<file path="config.mk">
export PLATFORM = sky130hd
export DESIGN_NAME = muldiv_unit
export DESIGN_NICKNAME = d
export VERILOG_FILES = /design/src/rtl/muldiv_unit.sv
export SDC_FILE = /design/constraint.sdc
export NUM_CORES = 1
export LEC_CHECK = 0
export BUFFER_PORTS_ARGS = -buffer_cell sky130_fd_sc_hd__buf_4
export CAP_MARGIN = 30
export CORE_UTILIZATION = 42
export DETAILED_ROUTE_END_ITERATION = 10
export PLACE_DENSITY = 0.63
export SYNTH_ARGS = -nofsm -noshare
export SYNTH_HDL_FRONTEND = slang
export SYNTH_SLANG_ARGS = --single-unit
export TNS_END_PERCENT = 5
</file>
<file path="constraint.sdc">
create_clock -name clk -period 4.8 [get_ports clk]
set_input_delay 0.72 -clock clk [delete_from_list [all_inputs] [get_ports clk]]
set_output_delay 0.72 -clock clk [all_outputs]
set_load 0.01 [all_outputs]
</file>
<file path="src/rtl/muldiv_unit.sv">
// Iterative 32-bit multiply / unsigned divide / remainder unit with valid-ready handshakes.
// Define MULDIV_ZERO_BYPASS_EN to finish legal ops with a zero operand in one cycle.
module muldiv_unit (
    input  logic        clk,
    input  logic        rst,
    input  logic        in_valid,
    output logic        in_ready,
    input  logic [3:0]  op,
    input  logic [31:0] a,
    input  logic [31:0] b,
    output logic        out_valid,
    input  logic        out_ready,
    output logic [31:0] result,
    output logic        zero,
    output logic        negative
);
    localparam logic [3:0] OP_MUL = 4'b1011;
    localparam logic [3:0] OP_DIV = 4'b1101;
    localparam logic [3:0] OP_REM = 4'b1110;

    typedef enum logic [1:0] {IDLE, RUN, DONE} state_t;

    state_t      state_reg, state_next;
    logic [4:0]  cnt_reg;
    logic [3:0]  op_reg;
    logic        bzero_reg;
    logic [31:0] acc_reg;   // product (MUL) or partial remainder (DIV/REM)
    logic [31:0] sh_reg;    // multiplier shifting right, or dividend/quotient shifting left
    logic [31:0] dv_reg;    // multiplicand shifting left, or divisor
    logic [31:0] result_reg;

    logic        accept, legal, bypass, last_iter;
    logic [31:0] mul_acc;
    logic [32:0] rem_sh, diff;
    logic        ge;
    logic [31:0] div_acc, div_sh, final_res;

    assign accept    = in_valid && in_ready;
    assign legal     = (op == OP_MUL) || (op == OP_DIV) || (op == OP_REM);
    assign last_iter = (cnt_reg == 5'd31);

`ifdef MULDIV_ZERO_BYPASS_EN
    assign bypass = (a == 32'd0) || (b == 32'd0);
`else
    assign bypass = 1'b0;
`endif

    // State register
    always_ff @(posedge clk) begin
        if (rst) state_reg <= IDLE;
        else     state_reg <= state_next;
    end

    // Next-state logic
    always_comb begin
        state_next = state_reg;
        case (state_reg)
            IDLE: if (accept) state_next = (!legal || bypass) ? DONE : RUN;
            RUN:  if (last_iter) state_next = DONE;
            DONE: if (out_ready) state_next = IDLE;
            default: state_next = IDLE;
        endcase
    end

    // Handshake outputs
    always_comb begin
        in_ready  = (state_reg == IDLE);
        out_valid = (state_reg == DONE);
    end

    // One shift-add or restoring-division step per cycle
    always_comb begin
        mul_acc = acc_reg + (sh_reg[0] ? dv_reg : 32'd0);
        rem_sh  = {acc_reg, sh_reg[31]};
        diff    = rem_sh - {1'b0, dv_reg};
        // The shifted remainder stays below twice the divisor, so bit 32 is a clean borrow.
        ge      = ~diff[32];
        div_acc = ge ? diff[31:0] : rem_sh[31:0];
        div_sh  = {sh_reg[30:0], ge};
        case (op_reg)
            OP_MUL:  final_res = mul_acc;
            OP_DIV:  final_res = bzero_reg ? 32'd0 : div_sh;
            OP_REM:  final_res = bzero_reg ? 32'd0 : div_acc;
            default: final_res = 32'd0;
        endcase
    end

    always_ff @(posedge clk) begin
        if (rst) begin
            cnt_reg    <= 5'd0;
            op_reg     <= 4'd0;
            bzero_reg  <= 1'b0;
            acc_reg    <= 32'd0;
            sh_reg     <= 32'd0;
            dv_reg     <= 32'd0;
            result_reg <= 32'd0;
        end else begin
            case (state_reg)
                IDLE: begin
                    if (accept) begin
                        op_reg    <= op;
                        bzero_reg <= (b == 32'd0);
                        cnt_reg   <= 5'd0;
                        acc_reg   <= 32'd0;
                        if (op == OP_MUL) begin
                            sh_reg <= b;
                            dv_reg <= a;
                        end else begin
                            sh_reg <= a;
                            dv_reg <= b;
                        end
                        if (!legal || bypass) result_reg <= 32'd0;
                    end
                end
                RUN: begin
                    cnt_reg <= cnt_reg + 5'd1;
                    if (op_reg == OP_MUL) begin
                        acc_reg <= mul_acc;
                        sh_reg  <= {1'b0, sh_reg[31:1]};
                        dv_reg  <= {dv_reg[30:0], 1'b0};
                    end else begin
                        acc_reg <= div_acc;
                        sh_reg  <= div_sh;
                    end
                    if (last_iter) result_reg <= final_res;
                end
                default: ;
            endcase
        end
    end

    assign result   = result_reg;
    assign zero     = (result_reg == 32'd0);
    assign negative = result_reg[31];
endmodule

</file>
==> results of run 1 <==
metal layers:
layer / vias up / track usage [%] / wire [um]
li1: 5731 / - / -
met1: 5809 / 41.88 / 18530
met2: 479 / 43.63 / 16770
met3: 61 / 4.296 / 3042
met5: - / 0 / 0
met4: 0 / 8.636 / 941
power breakdown:
group	total [mW]	internal, mW	switching (mW)	leakage [nW]
clock network	1.31	0.767	0.547	0.262
logic	0.842	0.341	0.502	3.64
registers	1.30	1.22	0.0886	1.14
cell type report:
class	instances	share of cell area [%]
Clock buffer	19	3.385
Clock inverter	13	1.135
Inverter	38	1.115
Multi-Input combinational cell	1251	61.41
Sequential cell	140	21.91
Tap cell	335	3.277
Timing Repair Buffer	129	7.767
per-stage QoR:
stage	area (um2)	instances	util (%)	hold WS [ns]	total power, mW
4_1_cts	12790	1925	48.95	0.4714	3.448
2_1_floorplan	11220	1546	-	0.4282	1.875
5_1_grt	12790	1925	48.95	0.4982	3.590
6_report	12790	1925	48.95	0.4713	3.460
3_5_place_dp	12210	1893	46.73	0.4548	2.148
3_3_place_gp	12190	1892	46.66	0.4524	2.141
placed cells by master, fill, tap and decap left out, drive strengths merged, types with 15 or more instances in the layout:
cell,count
nor3,18
mux2i,16
a21oi,175
mux2,18
nand4,15
nand2,325
and2,40
a211oi,59
ha,65
o21ai,56
nor4,16
nand3,23
a21o,28
a311oi,40
xor2,21
a221oi,58
clkbuf,19
dfxtp,140
buf,129
xnor2,34
nor2,92
inv,39
worst max-delay path by stage:
stage          startpoint          end  depth (start not counted)  slack (ns)
3_5_place_dp   sh_reg[31]  acc_reg[25]                         14        0.98
6_report       sh_reg[31]  acc_reg[25]                         14        0.92
4_1_cts        sh_reg[31]  acc_reg[13]                         14        0.96
2_1_floorplan   sh_reg[0]   result[30]                         14        1.63
5_1_grt         dv_reg[9]  acc_reg[25]                         13        0.74
3_3_place_gp   sh_reg[31]  acc_reg[13]                         14        1.06
kinds of logic after synthesis:
kind of cell	Yosys count	share of synthesized area [%]
DFF	140	24.99
muxes	34	3.269
buffers and inverters	155	5.511
AOI/OAI and AO/OA	506	30.87
xor gates and xnor gates	55	4.362
adders and majority gates	67	7.608
and+or+nand+nor	589	23.39
worst reg2reg max path, cell delays in order, from the launching register on:
cell,delay (ns)
dfxtp_1,0.36
inv_1,0.08
ha_1,0.23
fa_1,0.42
nand2b_1,0.18
a21oi_1,0.34
o21bai_1,0.21
a211oi_2,0.33
a211oi_2,0.12
o21ai_2,0.26
xor2_4,0.18
buf_12,0.27
mux2_2,0.41
a211oi_1,0.29
nor3_1,0.07
==> flow_metrics.tcl, run 1 <==
set metrics [dict create \
    outcome "finished, final reports clean" \
    synth.distinct_cells 74 \
    die_h_um 165.4 \
    cp_num_buf_inv 2 \
    initial_utilization_pct 42.92 \
    hold_depth 1 \
    crit_fanout 40 \
    wl_per_cell_um 20.41 \
    fin_nets 1716 \
    path_cells "inv_1, ha_1, fa_1, nand2b_1, a21oi_1, o21bai_1, a211oi_2, a211oi_2, o21ai_2, xor2_4, buf_12, mux2_2, a211oi_1, nor3_1" \
    synth_commonest_cells "nand2_1, a21oi_1, dfxtp_1, clkbuf_1, nor2_1" \
    overflow 0 \
    rr_endpoint "acc_reg[25]" \
    async_flop_share_pct 0 \
    syn_to_final_growth_pct 14.04 \
    synth_most_common_cell "nand2_1" \
    design.core.area_um2 26130 \
    drive_gt1_share_pct 13.02 \
    yosysTopAreaCell "dfxtp_1" \
    first_pass_iters 5 \
    syn_inst 1546 \
    vias 12080 \
    synthesis.nets 1685 \
    htreeDepth 4 \
    leakage_nw 5.040 \
    wirelength_mm 39.29 \
    powerDensity_nw_per_um2 270.5 \
    slowest_stage "fa_1" \
    grt_pass1_wl_mm 61.09 \
    place_ws_ns 0.9802 \
    cts_setup_buffers 0 \
    worst_slack_ns 0.9235 \
    r2r_start "sh_reg[31]" \
    setup_viol 0 \
    r2r_setup_slack_ns 0.92 \
    max_freq_mhz 258.0 \
    hp-start "cnt_reg[3]" \
    yosysSeqAreaShare_pct 24.99 \
    crit_type "flip-flop to flip-flop" \
    critPathMaxStageDelay_ns 0.42 \
    drt_iter0_markers 1204 \
    vias_per_cell 6.275 \
    clock_sinks 140 \
    synth_seq_cells 140 \
    grt_antenna_before_repair 0 \
    synth.top_cell.area_share_pct 24.99 \
    grt_max_degree 78 \
    synth_area_leaders "dfxtp_1, nand2_1, a21oi_1" \
    cts_resized 0 \
    ant_nets 0 \
    cts_tree "yes" \
    path_common_cell "a211oi_2" \
    synthFlopType "dfxtp_1" \
    skew_ns 0.009093 \
    cp.required_ns 5.09 \
    ff2ff_path_depth 14 \
    finalWeightedCongestion 0.9460 \
    multi_input_area_um2 7855 \
    rows 59 \
    regArea_um2 2803 \
    die_w_um 165.4 \
    synth-edff-count 0 \
    cp_top_family "compound AO/OA/AOI/OAI gates" \
    cp-start-kind "flip-flop" \
    track_usage_pct 28.86 \
    hpwl_mm 29.09 \
    finalCritPeriodShare_pct 80.76 \
    hold_violations 0 \
    syn_avg_cell_area_um2 7.255 \
    arrival_ns 4.16 \
    slew_viol_final 0 \
    ys_warn_count 0 \
    numPortBuffers 107 \
    period_needed_ns 3.876 \
    fillers 2652 \
    relSlewSlack_pct 32.10 \
    crit_path_end_kind "flip-flop" \
    grt_setup_unrepaired "false" \
    hold_path_class "flip-flop to flip-flop" \
    whs_endpoint "cnt_reg[3]" \
    io_pins 108 \
    numCtsBuffers 17 \
    cts-root-buf "clkbuf_16" \
    max_cap_violations 0 \
    worst_pin_slew_ns 1.015 \
    grt_pass1_vias 10840 \
    clk_pin_slew_worst_paths_ns 0.06 \
    max-vdd-ir-drop_uv 246.2 \
    postCtsHoldBufs 0 \
    syn_area_um2 11220 \
    drc 0 \
    cts.path.max_buffers 2 \
    clk_latency_ns 0.43 \
    dieArea_um2 27360 \
    setup_tns_ns 0 \
    antenna_cells 0 \
]
No activity file was read; power rests on OpenSTA's default activity.
==> inputs of run 2 (changes only) <==
--- a/config.mk
+++ b/config.mk
@@ -9,7 +9,7 @@
 export CAP_MARGIN = 30
 export CORE_UTILIZATION = 42
 export DETAILED_ROUTE_END_ITERATION = 10
-export PLACE_DENSITY = 0.63
+export PLACE_DENSITY = 0.65
 export SYNTH_ARGS = -nofsm -noshare
 export SYNTH_HDL_FRONTEND = slang
 export SYNTH_SLANG_ARGS = --single-unit
==> constraint.sdc (replaced) <==
create_clock -name clk -period 3.55 [get_ports clk]
set_input_delay 0.5325 -clock clk [delete_from_list [all_inputs] [get_ports clk]]
set_output_delay 0.5325 -clock clk [all_outputs]
set_load 0.01 [all_outputs]
==> run 2 against run 1 <==
Against the previous run: clock skew barely moved; register-to-register slack got worse by 0.88 ns; non-clock buffer count up 47; critical endpoint is now result[20].
==> flow_metrics.tcl, run 2 (synthesis gave the netlist of run 1 again) <==
set metrics [dict create \
    cts-root-buf "clkbuf_16" \
    whs_ns 0.3843 \
    period_needed_ns 3.506 \
    clk_pin_slew_worst_paths_ns 0.06 \
    drive_gt1_share_pct 16.43 \
    overflow 0 \
    internal_power_mw 3.548 \
    regArea_um2 2805 \
    wirelength_mm 40.39 \
    slew_viol_final 0 \
    die_h_um 165.4 \
    cp-start-kind "flip-flop" \
    first_pass_iters 6 \
    drc 0 \
    grt_max_degree 71 \
    drt_iter0_markers 1373 \
    skew_ns 0.008619 \
    pwr-share-comb_pct 24.5 \
    dpl-instance-area_um2 12600 \
    vias_per_cell 6.280 \
    setup_viol 0 \
    switchingPower_mw 1.532 \
    outcome "finished, final reports clean" \
    mostFrequentLayoutCells "nand2_1, a21oi_1, buf_4" \
    arrival_ns 3.77 \
    wl_per_cell_um 20.48 \
    multi_input_area_um2 7904 \
    grt_pass1_wl_mm 62.62 \
    fillers 2590 \
    finalCritPeriodShare_pct 98.76 \
    max_cap_violations 0 \
    numCtsBuffers 17 \
    design.core.area_um2 26130 \
    postCtsHoldBufs 0 \
    grt_setup_unrepaired "true" \
    hold_path_class "input pin to flip-flop" \
    relSlewSlack_pct 49.77 \
    vias 12390 \
    grt_antenna_before_repair 1 \
    finalWeightedCongestion 0.9595 \
    powerDensity_nw_per_um2 380.2 \
    fin_area_um2 13360 \
    crit_type "flip-flop to flip-flop" \
    dieArea_um2 27360 \
    ant_nets 0 \
    hold_violations 0 \
    die_w_um 165.4 \
    max_freq_mhz 285.2 \
    slowest_stage "fa_1" \
    grt_pass1_vias 11080 \
    crit_fanout 4 \
    crit_path_end_kind "flip-flop" \
    p_clk_share_pct 40.9 \
    cts.path.max_buffers 2 \
    path_cells "and2_1, ha_1, fa_1, a211oi_1, nor2_1, a31oi_1, buf_4, a31oi_1, and3_1, a311oi_1, xor2_1, nor2_1, a221oi_1, a221oi_1" \
    antenna_cells 0 \
    track_usage_pct 29.72 \
    clk_latency_ns 0.43 \
    cts_tree "yes" \
    initial_utilization_pct 42.92 \
    place_ws_ns -0.02257 \
    syn_to_final_growth_pct 19.14 \
    fin_nets 1763 \
    htreeDepth 4 \
    worst_slack_ns 0.04414 \
    rows 59 \
    hpwl_mm 30.04 \
    leakage_nw 5.374 \
    clock_sinks 140 \
    io_pins 108 \
    cp.required_ns 3.81 \
    worst_pin_slew_ns 0.7535 \
    critPathMaxStageDelay_ns 0.45 \
    max-vdd-ir-drop_uv 248.8 \
    switching_share_pct 30.16 \
    mostFrequentLayoutCell "nand2_1" \
    numPortBuffers 107 \
    seqPwrFrac_pct 34.7 \
]
==> run 2: timing repair <==
action	4_1_cts	5_1_grt
endpoints found under the setup margin	5	48
buffers inserted	0	2
pin swaps	0	3
gates resized for setup	1	16
==> run 2: power by group through the flow <==
stage	sequential, mW	clock [mW]	combinational (mW)
2_1_floorplan	1.73	0	0.806
3_3_place_gp	1.79	0	1.18
5_1_grt	1.76	2.14	1.35
6_report	1.76	2.08	1.24
4_1_cts	1.75	2.08	1.21
3_5_place_dp	1.79	0	1.19
==> run 2: area by class of cell <==
class | count | area share (%)
clock inverter | 10 | 1.573
multi-input combinational | 1251 | 59.15
clock buffer | 22 | 3.549
timing repair buffer | 176 | 10.53
inverter | 38 | 1.067
sequential | 140 | 20.99
tap | 335 | 3.137
==> run 2: worst max-delay path: cells and delay by family (launching register included) <==
kind,cells,cell delay (ns)
flip-flops,1,0.35
XOR/XNOR,1,0.30
buffers and inverters,1,0.18
AO/OA/AOI/OAI,6,1.24
AND/OR/NAND/NOR,4,0.62
adder cells (fa/ha/maj),2,0.66
==> run 2: final timing paths <==
path              startpoint         end  slack, ns  depth (start not counted)
setup / recovery   dv_reg[0]  result[20]       0.04                         14
hold / removal         op[3]   op_reg[3]       0.38                          3
setup reg to reg   dv_reg[0]  result[20]       0.04                         14
hold reg to reg   cnt_reg[3]  cnt_reg[3]       0.48                          1
==> run 2: metal layers <==
layer	vias up	GRT usage (%)	part of all wire, %
li1	5838	-	-
met1	5847	44.79	46
met2	634	42.20	42
met3	64	5.270	9.5
met4	2	8.967	2.5
met5	-	0	0.030
==> run 2: per-stage QoR <==
stage / util, % / power [mW] / std cells / setup TNS [ns]
after floorplan: - / 2.536 / 1546 / 0
after global placement: 48.09 / 2.967 / 1936 / 0
after detailed placement: 48.22 / 2.980 / 1938 / -0.03410
after CTS: 50.86 / 5.039 / 1970 / 0
after global routing: 51.13 / 5.259 / 1972 / -0.07707
final: 51.13 / 5.081 / 1972 / 0
